`config.mk`:
```
export PLATFORM = sky130hd
export DESIGN_NAME = id_ex_pipe_reg_flat
export DESIGN_NICKNAME = d
export VERILOG_FILES = /design/src/rtl/cpu_pipe_pkg.sv /design/src/rtl/id_ex_pipe_reg_if.sv /design/src/rtl/pipe_field_reg.sv /design/src/rtl/id_ex_pipe_reg.sv /design/src/flat_wrapper.sv
export SDC_FILE = /design/constraint.sdc
export NUM_CORES = 1
export LEC_CHECK = 0
export ABC_AREA = 1
export BUFFER_PORTS_ARGS = -buffer_cell sky130_fd_sc_hd__buf_2
export CAP_MARGIN = 5
export CORE_MARGIN = 4
export CORE_UTILIZATION = 54
export CTS_BUF_LIST = sky130_fd_sc_hd__clkbuf_2 sky130_fd_sc_hd__clkbuf_4 sky130_fd_sc_hd__clkbuf_8
export CTS_CLUSTER_DIAMETER = 40
export CTS_CLUSTER_SIZE = 8
export DETAILED_ROUTE_END_ITERATION = 8
export MAX_ROUTING_LAYER = met4
export PLACE_DENSITY = 0.91
export SLEW_MARGIN = 20
export SYNTH_ARGS = -nofsm -noshare
export SYNTH_HDL_FRONTEND = slang
export SYNTH_SLANG_ARGS = --single-unit
```
`constraint.sdc`:
```
create_clock -name clk -period 12.47 [get_ports clk]
set_clock_uncertainty 0.15 [all_clocks]
set_input_delay 1.247 -clock clk [delete_from_list [all_inputs] [get_ports clk]]
set_output_delay 1.247 -clock clk [all_outputs]
set_load 0.01 [all_outputs]
```
`src/rtl/cpu_pipe_pkg.sv`:
```
// Shared widths and control-bundle layout for the ID/EX, EX/MEM and MEM/WB
// pipeline registers.
package cpu_pipe_pkg;

  localparam int DATA_W = 32;
  localparam int REG_W  = 5;
  localparam int EX_W   = 5;
  localparam int MEM_W  = 2;
  localparam int WB_W   = 2;

  // Control travels as one packed bundle so later stages can peel off
  // the part they consume and forward the rest.
  typedef struct packed {
    logic [EX_W-1:0]  ex;
    logic [MEM_W-1:0] mem;
    logic [WB_W-1:0]  wb;
  } ctrl_bundle_t;

endpackage

```
`src/rtl/id_ex_pipe_reg_if.sv`:
```
// D-side inputs and E-side outputs of the ID/EX register.
// Handshake: there is no valid/ready pair here; StallD holds E, FlushE
// loads a bubble into E (flush wins over stall), and Valid_D/Valid_E tag
// whether the carried instruction is real. Every E output is registered.
interface id_ex_pipe_reg_if #(
  parameter int DATA_W = cpu_pipe_pkg::DATA_W,
  parameter int REG_W  = cpu_pipe_pkg::REG_W,
  parameter int EX_W   = cpu_pipe_pkg::EX_W,
  parameter int MEM_W  = cpu_pipe_pkg::MEM_W,
  parameter int WB_W   = cpu_pipe_pkg::WB_W,
  parameter int CNT_W  = 16
);
  logic              StallD;
  logic              FlushE;
  logic              CntClr;
  logic              Valid_D;
  logic [EX_W-1:0]   EX_D;
  logic [MEM_W-1:0]  MEM_D;
  logic [WB_W-1:0]   WB_D;
  logic [REG_W-1:0]  Rs_D, Rt_D, Rd_D;
  logic [DATA_W-1:0] RD1_D, RD2_D, SignImm_D;

  logic              Valid_E;
  logic [EX_W-1:0]   EX_E;
  logic [MEM_W-1:0]  MEM_E;
  logic [WB_W-1:0]   WB_E;
  logic [REG_W-1:0]  Rs_E, Rt_E, Rd_E;
  logic [DATA_W-1:0] RD1_E, RD2_E, SignImm_E;
  logic [CNT_W-1:0]  StallCnt, BubbleCnt;

  // Upstream (decode / hazard unit) side.
  modport master (
    output StallD, FlushE, CntClr, Valid_D, EX_D, MEM_D, WB_D,
           Rs_D, Rt_D, Rd_D, RD1_D, RD2_D, SignImm_D,
    input  Valid_E, EX_E, MEM_E, WB_E, Rs_E, Rt_E, Rd_E,
           RD1_E, RD2_E, SignImm_E, StallCnt, BubbleCnt
  );

  // Pipeline-register side.
  modport slave (
    input  StallD, FlushE, CntClr, Valid_D, EX_D, MEM_D, WB_D,
           Rs_D, Rt_D, Rd_D, RD1_D, RD2_D, SignImm_D,
    output Valid_E, EX_E, MEM_E, WB_E, Rs_E, Rt_E, Rd_E,
           RD1_E, RD2_E, SignImm_E, StallCnt, BubbleCnt
  );
endinterface

```
`src/rtl/pipe_field_reg.sv`:
```
// W-bit pipeline field with async reset, load enable and flush clear.
// When CLR_ON_FLUSH is 0 the clear is ignored and the field simply holds.
module pipe_field_reg #(
  parameter int W            = 8,
  parameter bit CLR_ON_FLUSH = 1'b1
) (
  input  logic         clk,
  input  logic         reset,
  input  logic         en,
  input  logic         clr,
  input  logic [W-1:0] d,
  output logic [W-1:0] q
);

  // Reset beats clear beats load; otherwise hold.
  always_ff @(posedge clk or posedge reset) begin
    if (reset) begin
      q <= '0;
    end else if (clr && CLR_ON_FLUSH) begin
      q <= '0;
    end else if (en) begin
      q <= d;
    end
  end

endmodule

```
`src/rtl/id_ex_pipe_reg.sv`:
```
// ID->EX pipeline register with bubble insertion, valid bit and
// saturating stall/bubble performance counters.
module id_ex_pipe_reg #(
  parameter int DATA_W     = cpu_pipe_pkg::DATA_W,
  parameter int REG_W      = cpu_pipe_pkg::REG_W,
  parameter int EX_W       = cpu_pipe_pkg::EX_W,
  parameter int MEM_W      = cpu_pipe_pkg::MEM_W,
  parameter int WB_W       = cpu_pipe_pkg::WB_W,
  parameter int CNT_W      = 16,
  parameter bit FLUSH_DATA = 1'b1
) (
  input logic               clk,
  input logic               reset,
  id_ex_pipe_reg_if.slave   bus
);
  import cpu_pipe_pkg::*;

  localparam int CTRL_W = 1 + EX_W + MEM_W + WB_W;
  localparam int DAT_W  = 3 * REG_W + 3 * DATA_W;

  logic              load_en;
  logic [CTRL_W-1:0] ctrl_d, ctrl_q;
  logic [DAT_W-1:0]  data_d, data_q;
  logic [CNT_W-1:0]  stall_cnt, bubble_cnt;

  // A flush overrides a stall, so loading needs both quiet.
  assign load_en = !bus.StallD && !bus.FlushE;

  assign ctrl_d = {bus.Valid_D, bus.EX_D, bus.MEM_D, bus.WB_D};
  assign data_d = {bus.Rs_D, bus.Rt_D, bus.Rd_D,
                   bus.RD1_D, bus.RD2_D, bus.SignImm_D};

  // Valid and control always clear on flush so a bubble never writes back.
  pipe_field_reg #(.W(CTRL_W), .CLR_ON_FLUSH(1'b1)) u_ctrl_reg (
    .clk   (clk),
    .reset (reset),
    .en    (load_en),
    .clr   (bus.FlushE),
    .d     (ctrl_d),
    .q     (ctrl_q)
  );

  pipe_field_reg #(.W(DAT_W), .CLR_ON_FLUSH(FLUSH_DATA)) u_data_reg (
    .clk   (clk),
    .reset (reset),
    .en    (load_en),
    .clr   (bus.FlushE),
    .d     (data_d),
    .q     (data_q)
  );

  assign {bus.Valid_E, bus.EX_E, bus.MEM_E, bus.WB_E} = ctrl_q;
  assign {bus.Rs_E, bus.Rt_E, bus.Rd_E,
          bus.RD1_E, bus.RD2_E, bus.SignImm_E} = data_q;

  // Stall counter: cycles held without a flush, saturating, clear wins.
  always_ff @(posedge clk or posedge reset) begin
    if (reset) begin
      stall_cnt <= '0;
    end else if (bus.CntClr) begin
      stall_cnt <= '0;
    end else if (bus.StallD && !bus.FlushE && (stall_cnt != {CNT_W{1'b1}})) begin
      stall_cnt <= stall_cnt + 1'b1;
    end
  end

  // Bubble counter: one per flush edge, saturating, clear wins.
  always_ff @(posedge clk or posedge reset) begin
    if (reset) begin
      bubble_cnt <= '0;
    end else if (bus.CntClr) begin
      bubble_cnt <= '0;
    end else if (bus.FlushE && (bubble_cnt != {CNT_W{1'b1}})) begin
      bubble_cnt <= bubble_cnt + 1'b1;
    end
  end

  assign bus.StallCnt  = stall_cnt;
  assign bus.BubbleCnt = bubble_cnt;

endmodule
```
`src/flat_wrapper.sv`:
```
// flat-port wrapper written by rule: the top's interface ports become plain ports
module id_ex_pipe_reg_flat import cpu_pipe_pkg::*;
#(
  parameter int DATA_W     = cpu_pipe_pkg::DATA_W,
  parameter int REG_W      = cpu_pipe_pkg::REG_W,
  parameter int EX_W       = cpu_pipe_pkg::EX_W,
  parameter int MEM_W      = cpu_pipe_pkg::MEM_W,
  parameter int WB_W       = cpu_pipe_pkg::WB_W,
  parameter int CNT_W      = 16,
  parameter bit FLUSH_DATA = 1'b1
)
  (clk, reset, bus_StallD, bus_FlushE, bus_CntClr, bus_Valid_D, bus_EX_D, bus_MEM_D, bus_WB_D, bus_Rs_D, bus_Rt_D, bus_Rd_D, bus_RD1_D, bus_RD2_D, bus_SignImm_D, bus_Valid_E, bus_EX_E, bus_MEM_E, bus_WB_E, bus_Rs_E, bus_Rt_E, bus_Rd_E, bus_RD1_E, bus_RD2_E, bus_SignImm_E, bus_StallCnt, bus_BubbleCnt);
  id_ex_pipe_reg_if #(.DATA_W(DATA_W), .REG_W(REG_W), .EX_W(EX_W), .MEM_W(MEM_W), .WB_W(WB_W), .CNT_W(CNT_W)) bus_i ();
  input logic clk;
  input logic reset;
  input wire logic [$bits(bus_i.StallD)-1:0] bus_StallD;
  input wire logic [$bits(bus_i.FlushE)-1:0] bus_FlushE;
  input wire logic [$bits(bus_i.CntClr)-1:0] bus_CntClr;
  input wire logic [$bits(bus_i.Valid_D)-1:0] bus_Valid_D;
  input wire logic [$bits(bus_i.EX_D)-1:0] bus_EX_D;
  input wire logic [$bits(bus_i.MEM_D)-1:0] bus_MEM_D;
  input wire logic [$bits(bus_i.WB_D)-1:0] bus_WB_D;
  input wire logic [$bits(bus_i.Rs_D)-1:0] bus_Rs_D;
  input wire logic [$bits(bus_i.Rt_D)-1:0] bus_Rt_D;
  input wire logic [$bits(bus_i.Rd_D)-1:0] bus_Rd_D;
  input wire logic [$bits(bus_i.RD1_D)-1:0] bus_RD1_D;
  input wire logic [$bits(bus_i.RD2_D)-1:0] bus_RD2_D;
  input wire logic [$bits(bus_i.SignImm_D)-1:0] bus_SignImm_D;
  output wire logic [$bits(bus_i.Valid_E)-1:0] bus_Valid_E;
  output wire logic [$bits(bus_i.EX_E)-1:0] bus_EX_E;
  output wire logic [$bits(bus_i.MEM_E)-1:0] bus_MEM_E;
  output wire logic [$bits(bus_i.WB_E)-1:0] bus_WB_E;
  output wire logic [$bits(bus_i.Rs_E)-1:0] bus_Rs_E;
  output wire logic [$bits(bus_i.Rt_E)-1:0] bus_Rt_E;
  output wire logic [$bits(bus_i.Rd_E)-1:0] bus_Rd_E;
  output wire logic [$bits(bus_i.RD1_E)-1:0] bus_RD1_E;
  output wire logic [$bits(bus_i.RD2_E)-1:0] bus_RD2_E;
  output wire logic [$bits(bus_i.SignImm_E)-1:0] bus_SignImm_E;
  output wire logic [$bits(bus_i.StallCnt)-1:0] bus_StallCnt;
  output wire logic [$bits(bus_i.BubbleCnt)-1:0] bus_BubbleCnt;
  assign bus_i.StallD = bus_StallD;
  assign bus_i.FlushE = bus_FlushE;
  assign bus_i.CntClr = bus_CntClr;
  assign bus_i.Valid_D = bus_Valid_D;
  assign bus_i.EX_D = bus_EX_D;
  assign bus_i.MEM_D = bus_MEM_D;
  assign bus_i.WB_D = bus_WB_D;
  assign bus_i.Rs_D = bus_Rs_D;
  assign bus_i.Rt_D = bus_Rt_D;
  assign bus_i.Rd_D = bus_Rd_D;
  assign bus_i.RD1_D = bus_RD1_D;
  assign bus_i.RD2_D = bus_RD2_D;
  assign bus_i.SignImm_D = bus_SignImm_D;
  assign bus_Valid_E = bus_i.Valid_E;
  assign bus_EX_E = bus_i.EX_E;
  assign bus_MEM_E = bus_i.MEM_E;
  assign bus_WB_E = bus_i.WB_E;
  assign bus_Rs_E = bus_i.Rs_E;
  assign bus_Rt_E = bus_i.Rt_E;
  assign bus_Rd_E = bus_i.Rd_E;
  assign bus_RD1_E = bus_i.RD1_E;
  assign bus_RD2_E = bus_i.RD2_E;
  assign bus_SignImm_E = bus_i.SignImm_E;
  assign bus_StallCnt = bus_i.StallCnt;
  assign bus_BubbleCnt = bus_i.BubbleCnt;
  id_ex_pipe_reg #(.DATA_W(DATA_W), .REG_W(REG_W), .EX_W(EX_W), .MEM_W(MEM_W), .WB_W(WB_W), .CNT_W(CNT_W), .FLUSH_DATA(FLUSH_DATA)) u_core (.clk(clk), .reset(reset), .bus(bus_i));
endmodule
```
==> results of run 1 <==
[area by class of cell]
| cell class | count | area [um2] | area share |
|---|---|---|---|
| tap | 168 | 210 | 0.0247 |
| sequential | 153 | 3830 | 0.450 |
| multi-input combinational | 586 | 2560 | 0.301 |
| timing repair buffer | 283 | 1430 | 0.168 |
| clock buffer | 19 | 255 | 0.0300 |
| clock inverter | 13 | 123 | 0.0144 |
| inverter | 24 | 98.8 | 0.0116 |
[routing by layer]
metal / vias to the layer above / track usage / share of wire
met5: - / - / 0
met4: 0 / 0.113 / 0.032
met3: 46 / 0.0546 / 0.078
met2: 306 / 0.422 / 0.50
met1: 3064 / 0.343 / 0.39
li1: 3072 / - / -
[state kept, by name, summed over array words and instances (netlist names)]
name	flops
u_core.bus.BubbleCnt	16
u_core.bus.StallCnt	16
u_core.u_ctrl_reg.q	10
u_core.u_data_reg.q	111
[cell families after synthesis]
family,after synthesis,synth area share
compound gates,11,0.0105
xor+xnor,17,0.0223
fa+ha+maj,2,0.00376
buf+inv,68,0.0424
flops,153,0.575
simple gates,556,0.346
[critical path, cell delays in order]
cell and delay, ns:
buf_2 0.09, clkinv_2 0.45, nor2_4 0.86, buf_4 0.80
nand2_1 0.16, nand2_1 0.11
[worst paths after layout]
| check | cells after the start | end |
|---|---|---|
| max | 6 | u_core.u_data_reg.q[22] |
| min | 2 | u_core.u_data_reg.q[56] |
| max reg2reg | 8 | u_core.bus.StallCnt[12] |
| min reg2reg | 2 | u_core.u_data_reg.q[56] |
| max in group asynchronous | 3 | u_core.u_data_reg.q[68] |
| min in group asynchronous | 2 | u_core.bus.BubbleCnt[2] |
[power by group]
group | internal, uW | switching (uW)
clock | 167 | 188
sequential | 518 | 13.1
combinational | 43.1 | 73.5
[Yosys cell counts (all sizes together)]
cell type / count / area (um2)
a21oi: 1 / 5.00
nand3: 140 / 701
nand2: 365 / 1380
xnor2: 6 / 52.6
clkbuf: 19 / 71.3
o21bai: 3 / 22.5
dfrtp: 153 / 3830
nand4: 8 / 50.1
inv: 23 / 86.3
o21ai: 7 / 42.5
nor3: 1 / 5.00
or2: 1 / 6.26
buf: 25 / 120
clkinv: 1 / 5.00
nand3b: 1 / 7.51
nor2: 40 / 163
ha: 2 / 25.0
xor2: 11 / 96.3
[per-stage QoR]
| stage | worst slack (ns) | instances | cell area, um2 |
|---|---|---|---|
| final | 8.93 | 1246 | 8510 |
| after global routing | 8.70 | 1246 | 8510 |
| after CTS | 8.99 | 1246 | 8500 |
| after detailed placement | 8.51 | 1214 | 8130 |
| after global placement | 8.62 | 1214 | 8130 |
| after floorplan | 6.95 | 807 | 6660 |
==> impl_metrics.py, run 1 <==
metrics = {
    "cells_and_area": {
        "layout-drive-gt1-share": 0.307,
        "nets": 1193,
        "area_growth_pct": 27.7,
        "postLayoutCoreUtil": 0.705,
        "final_common_cell": "nand2_1",
        "antennaDiodeCount": 0,
        "final_cell_mix": "nand2_1, buf_2, dfrtp_1, nand3_1, nor2_1",
        "n_fill_cell": 932,
    },
    "setup_path": {
        "worst_ep_required_time_ns": 12.70,
        "end_kind": "flip-flop",
        "startpoint": "bus_StallD",
        "worstPathMaxFanout": 89,
        "rrSetupSlack_ns": 10.35,
        "worst-endpoint-arrival_ns": 3.76,
        "crit_type": "input pin to flip-flop",
        "reg2reg_from": "u_core.bus.StallCnt[1]",
        "cp-start-kind": "input pin",
    },
    "clock_tree": {
        "cts_tree": "yes",
        "cts_resized": 0,
        "cts_buffer_depth": 2,
        "cts_num_sinks": 153,
        "cts_root_buf": "clkbuf_8",
        "hold_buffers": 0,
        "post_cts_buffers": 0,
        "clkTransAtPathRegs_ns": 0.09,
        "clkLatencyLatePin_ns": 0.44,
        "htree_levels": 4,
        "numCtsBuffers": 17,
    },
    "timing": {
        "tightest_slew_ns": 0.913,
        "fmax_mhz": 283,
        "timing.final.crit_share": 0.284,
        "hold_ws_ns": 0.321,
        "report.final.slew_viol_count": 0,
        "period_minus_slack_ns": 3.54,
        "rsz0062_at_grt": "false",
        "fin_setup_tns_ns": 0,
        "setup_viol": 0,
        "max_slew_margin": 0.391,
        "finalHoldViolations": 0,
    },
    "drt": {
        "ant_nets": 0,
        "drt_iter0_markers": 553,
        "drc": 0,
        "wire_per_inst_um": 14.8,
        "drt_wl_total_um": 18500,
        "via_count": 6488,
        "first_pass_iters": 6,
        "viasPerCell": 5.21,
    },
    "global_routing": {
        "grt_pass1_wl_um": 29700,
        "grt_max_degree": 96,
        "grt_usage": 0.269,
        "antenna_found_initial": 0,
        "grt_overflow": 0,
        "first_global_vias": 6121,
    },
    "placed_design": {
        "finalWeightedCongestion": 0.921,
        "portBuffers": 278,
        "dp.final_hpwl_um": 13200,
    },
    "pwr": {
        "powerDensity_nw_per_um2": 118,
        "power_uw": 1000,
        "leakage_uw": 0.00507,
        "vdd_ir_drop_max_uv": 86.9,
    },
    "die": {
        "die_w_um": 119,
        "ioPinCount": 279,
        "start_util": 0.552,
        "fp.dieH_um": 119,
        "core-area_um2": 12100,
        "rows": 40,
        "die-area_um2": 14200,
    },
    "logic_synthesis": {
        "yosysWarnings": 0,
        "ys_types": 25,
        "ys_ff_latch": 153,
        "syn-cell-area_um2": 6660,
        "avgSynthCellArea_um2": 8.26,
        "yosysSeqAreaShare": 0.575,
        "syn_nets": 935,
        "synthCells": 807,
    },
    "job": {
        "max_cap_viol_count": 0,
    },
    "status": {
        "status": "finished, final reports clean",
    },
    "worst_hold_path": {
        "worstHoldStart": "u_core.u_data_reg.q[56]",
        "holdCritPathClass": "flip-flop to flip-flop",
    },
}
Power figures use the tool's default switching activity.
==> run 2, diff against run 1 <==
--- a/config.mk
+++ b/config.mk
@@ -9,13 +9,13 @@
 export BUFFER_PORTS_ARGS = -buffer_cell sky130_fd_sc_hd__buf_2
 export CAP_MARGIN = 5
 export CORE_MARGIN = 4
-export CORE_UTILIZATION = 54
+export CORE_UTILIZATION = 50
 export CTS_BUF_LIST = sky130_fd_sc_hd__clkbuf_2 sky130_fd_sc_hd__clkbuf_4 sky130_fd_sc_hd__clkbuf_8
 export CTS_CLUSTER_DIAMETER = 40
 export CTS_CLUSTER_SIZE = 8
 export DETAILED_ROUTE_END_ITERATION = 8
 export MAX_ROUTING_LAYER = met4
-export PLACE_DENSITY = 0.91
+export PLACE_DENSITY = 0.85
 export SLEW_MARGIN = 20
 export SYNTH_ARGS = -nofsm -noshare
 export SYNTH_HDL_FRONTEND = slang
==> constraint.sdc (replaced) <==
create_clock -name clk -period 3.6 [get_ports clk]
set_clock_uncertainty 0.15 [all_clocks]
set_input_delay 0.36 -clock clk [delete_from_list [all_inputs] [get_ports clk]]
set_output_delay 0.36 -clock clk [all_outputs]
set_load 0.01 [all_outputs]
==> run 2 against run 1 <==
Compared with the run above: final area up 15%; worst setup slack worse by 7.3 ns; via count increased by 12%; hold slack got worse by 0.29 ns; largest cell class unchanged; first-iteration DRC count grew 27%; cell count up 9.4%; power rose to 3.9 times the previous value; non-clock buffer count is 112 higher.
==> impl_metrics.py, run 2 (synthesis results as in run 1) <==
metrics = {
    "setup_path": {
        "worst_ep_required_time_ns": 3.84,
        "worst-endpoint-arrival_ns": 2.24,
        "worstPathMaxFanout": 11,
        "rrSetupSlack_ns": 1.59,
        "end_kind": "flip-flop",
        "reg2reg_depth": 8,
        "reg2reg_from": "u_core.bus.StallCnt[1]",
        "cp-start-kind": "flip-flop",
        "crit_type": "flip-flop to flip-flop",
        "endpoint": "u_core.bus.StallCnt[5]",
        "timing.rr.end": "u_core.bus.StallCnt[5]",
        "startpoint": "u_core.bus.StallCnt[1]",
    },
    "global_routing": {
        "first_global_vias": 7209,
        "grt_overflow": 0,
        "antenna_found_initial": 0,
        "grt_max_degree": 123,
        "grt_pass1_wl_um": 35300,
        "grt_usage": 0.307,
    },
    "timing": {
        "hold_ws_ns": 0.0278,
        "timing.final.crit_share": 0.557,
        "finalHoldViolations": 0,
        "rsz0062_at_grt": "false",
        "fmax_mhz": 499,
        "setup_viol": 0,
        "fin_setup_tns_ns": 0,
        "max_slew_margin": 0.517,
        "tightest_slew_ns": 0.725,
        "report.final.slew_viol_count": 0,
        "worst_slack_ns": 1.59,
        "period_minus_slack_ns": 2.01,
    },
    "cells_and_area": {
        "top_register": "u_core.u_data_reg.q",
        "multi_input_area_um2": 2560,
        "final_cell_mix": "nand2_1, buf_2, dfrtp_1, nand3_1, dlygate4sd3_1",
        "layout-drive-gt1-share": 0.282,
        "seqCellArea_um2": 3830,
        "n_fill_cell": 823,
        "final_common_cell": "nand2_1",
        "fin_cells": 1363,
        "largest_reg_flops": 111,
        "nets": 1305,
        "area_growth_pct": 46.5,
        "final_cell_area_um2": 9760,
    },
    "worst_hold_path": {
        "holdCritPathClass": "input pin to flip-flop",
    },
    "placed_design": {
        "dp.final_hpwl_um": 13500,
        "dpl-instance-area_um2": 8200,
        "pre_cts_ws_ns": 1.40,
        "dp.cells": 1221,
        "portBuffers": 278,
        "finalWeightedCongestion": 0.905,
    },
    "pwr": {
        "powerDensity_nw_per_um2": 397,
        "vdd_ir_drop_max_uv": 312,
        "leakage_uw": 0.00561,
    },
    "drt": {
        "drc": 0,
        "viasPerCell": 5.34,
        "first_pass_iters": 6,
        "ant_nets": 0,
        "wire_per_inst_um": 17.0,
        "drt_wl_total_um": 23100,
        "via_count": 7283,
        "drt_iter0_markers": 702,
    },
    "clock_tree": {
        "cts_root_buf": "clkbuf_8",
        "clkTransAtPathRegs_ns": 0.09,
        "numCtsBuffers": 17,
        "cts_resized": 0,
        "post_cts_buffers": 0,
        "cts_buffer_depth": 2,
        "clkLatencyLatePin_ns": 0.44,
        "cts_tree": "yes",
        "cts_num_sinks": 153,
        "htree_levels": 4,
    },
    "die": {
        "fp.dieH_um": 123,
        "start_util": 0.520,
        "rows": 41,
        "ioPinCount": 279,
        "die-area_um2": 15200,
        "core-area_um2": 12800,
        "die_w_um": 123,
    },
    "job": {
        "max_cap_viol_count": 0,
    },
    "status": {
        "status": "finished, final reports clean",
    },
}
==> run 2: worst max-delay path, cell delays in order, from the launching register on <==
cell	delay, ns
dfrtp_1	0.42
ha_1	0.24
nand2_1	0.09
nor2_2	0.05
nand2_2	0.11
o21ai_2	0.09
nor2_1	0.56
nand2_1	0.12
nand2_1	0.10
==> run 2: layout make-up <==
class	instances	share of cell area
flip-flops and latches	153	0.392
repair buffers	395	0.267
multi-input cells	586	0.262
clock buffers	20	0.0263
well taps	172	0.0220
clock inverters	12	0.0204
inverters	24	0.0100
diodes	1	0.000256
==> run 2: layer usage <==
metal	wire (um)	global-route usage	vias to the layer above
met5	0	-	-
met4	1350	0.185	0
met1	8360	0.348	3402
met3	1940	0.0723	128
met2	11500	0.496	451
li1	-	-	3302
==> run 2: worst min-delay path by stage <==
| stage | from | cells past startpoint | slack [ns] | end |
|---|---|---|---|---|
| after floorplan | bus_WB_D[0] | 2 | 0.36 | u_core.u_ctrl_reg.q[0] |
| after global placement | u_core.u_data_reg.q[38] | 2 | 0.30 | u_core.u_data_reg.q[38] |
| after detailed placement | u_core.u_data_reg.q[63] | 2 | 0.30 | u_core.u_data_reg.q[63] |
| after CTS | reset | 2 | 0.002 | u_core.bus.BubbleCnt[2] |
| after global routing | bus_RD2_D[3] | 3 | 0.02 | u_core.u_data_reg.q[35] |
| final | bus_SignImm_D[13] | 3 | 0.03 | u_core.u_data_reg.q[13] |
==> run 2: where the power goes <==
part | internal (uW) | leakage [uW] | total [uW] | switching [uW]
registers | 1800 | 0.00205 | 1850 | 53.5
logic | 235 | 0.00332 | 530 | 295
clock network | 848 | 0.000231 | 1490 | 646
==> run 2: repair_timing <==
action | CTS | global route
endpoints found under the hold margin | 107 | 9
endpoints found under the setup margin | 0 | 0
hold buffers | 107 | 1
==> run 2: metrics by stage <==
step	total power, uW	utilization
4_1_cts	3850	0.759
6_report	3870	0.761
3_5_place_dp	2290	0.640
5_1_grt	4000	0.761
2_1_floorplan	2080	-
3_3_place_gp	2280	0.640
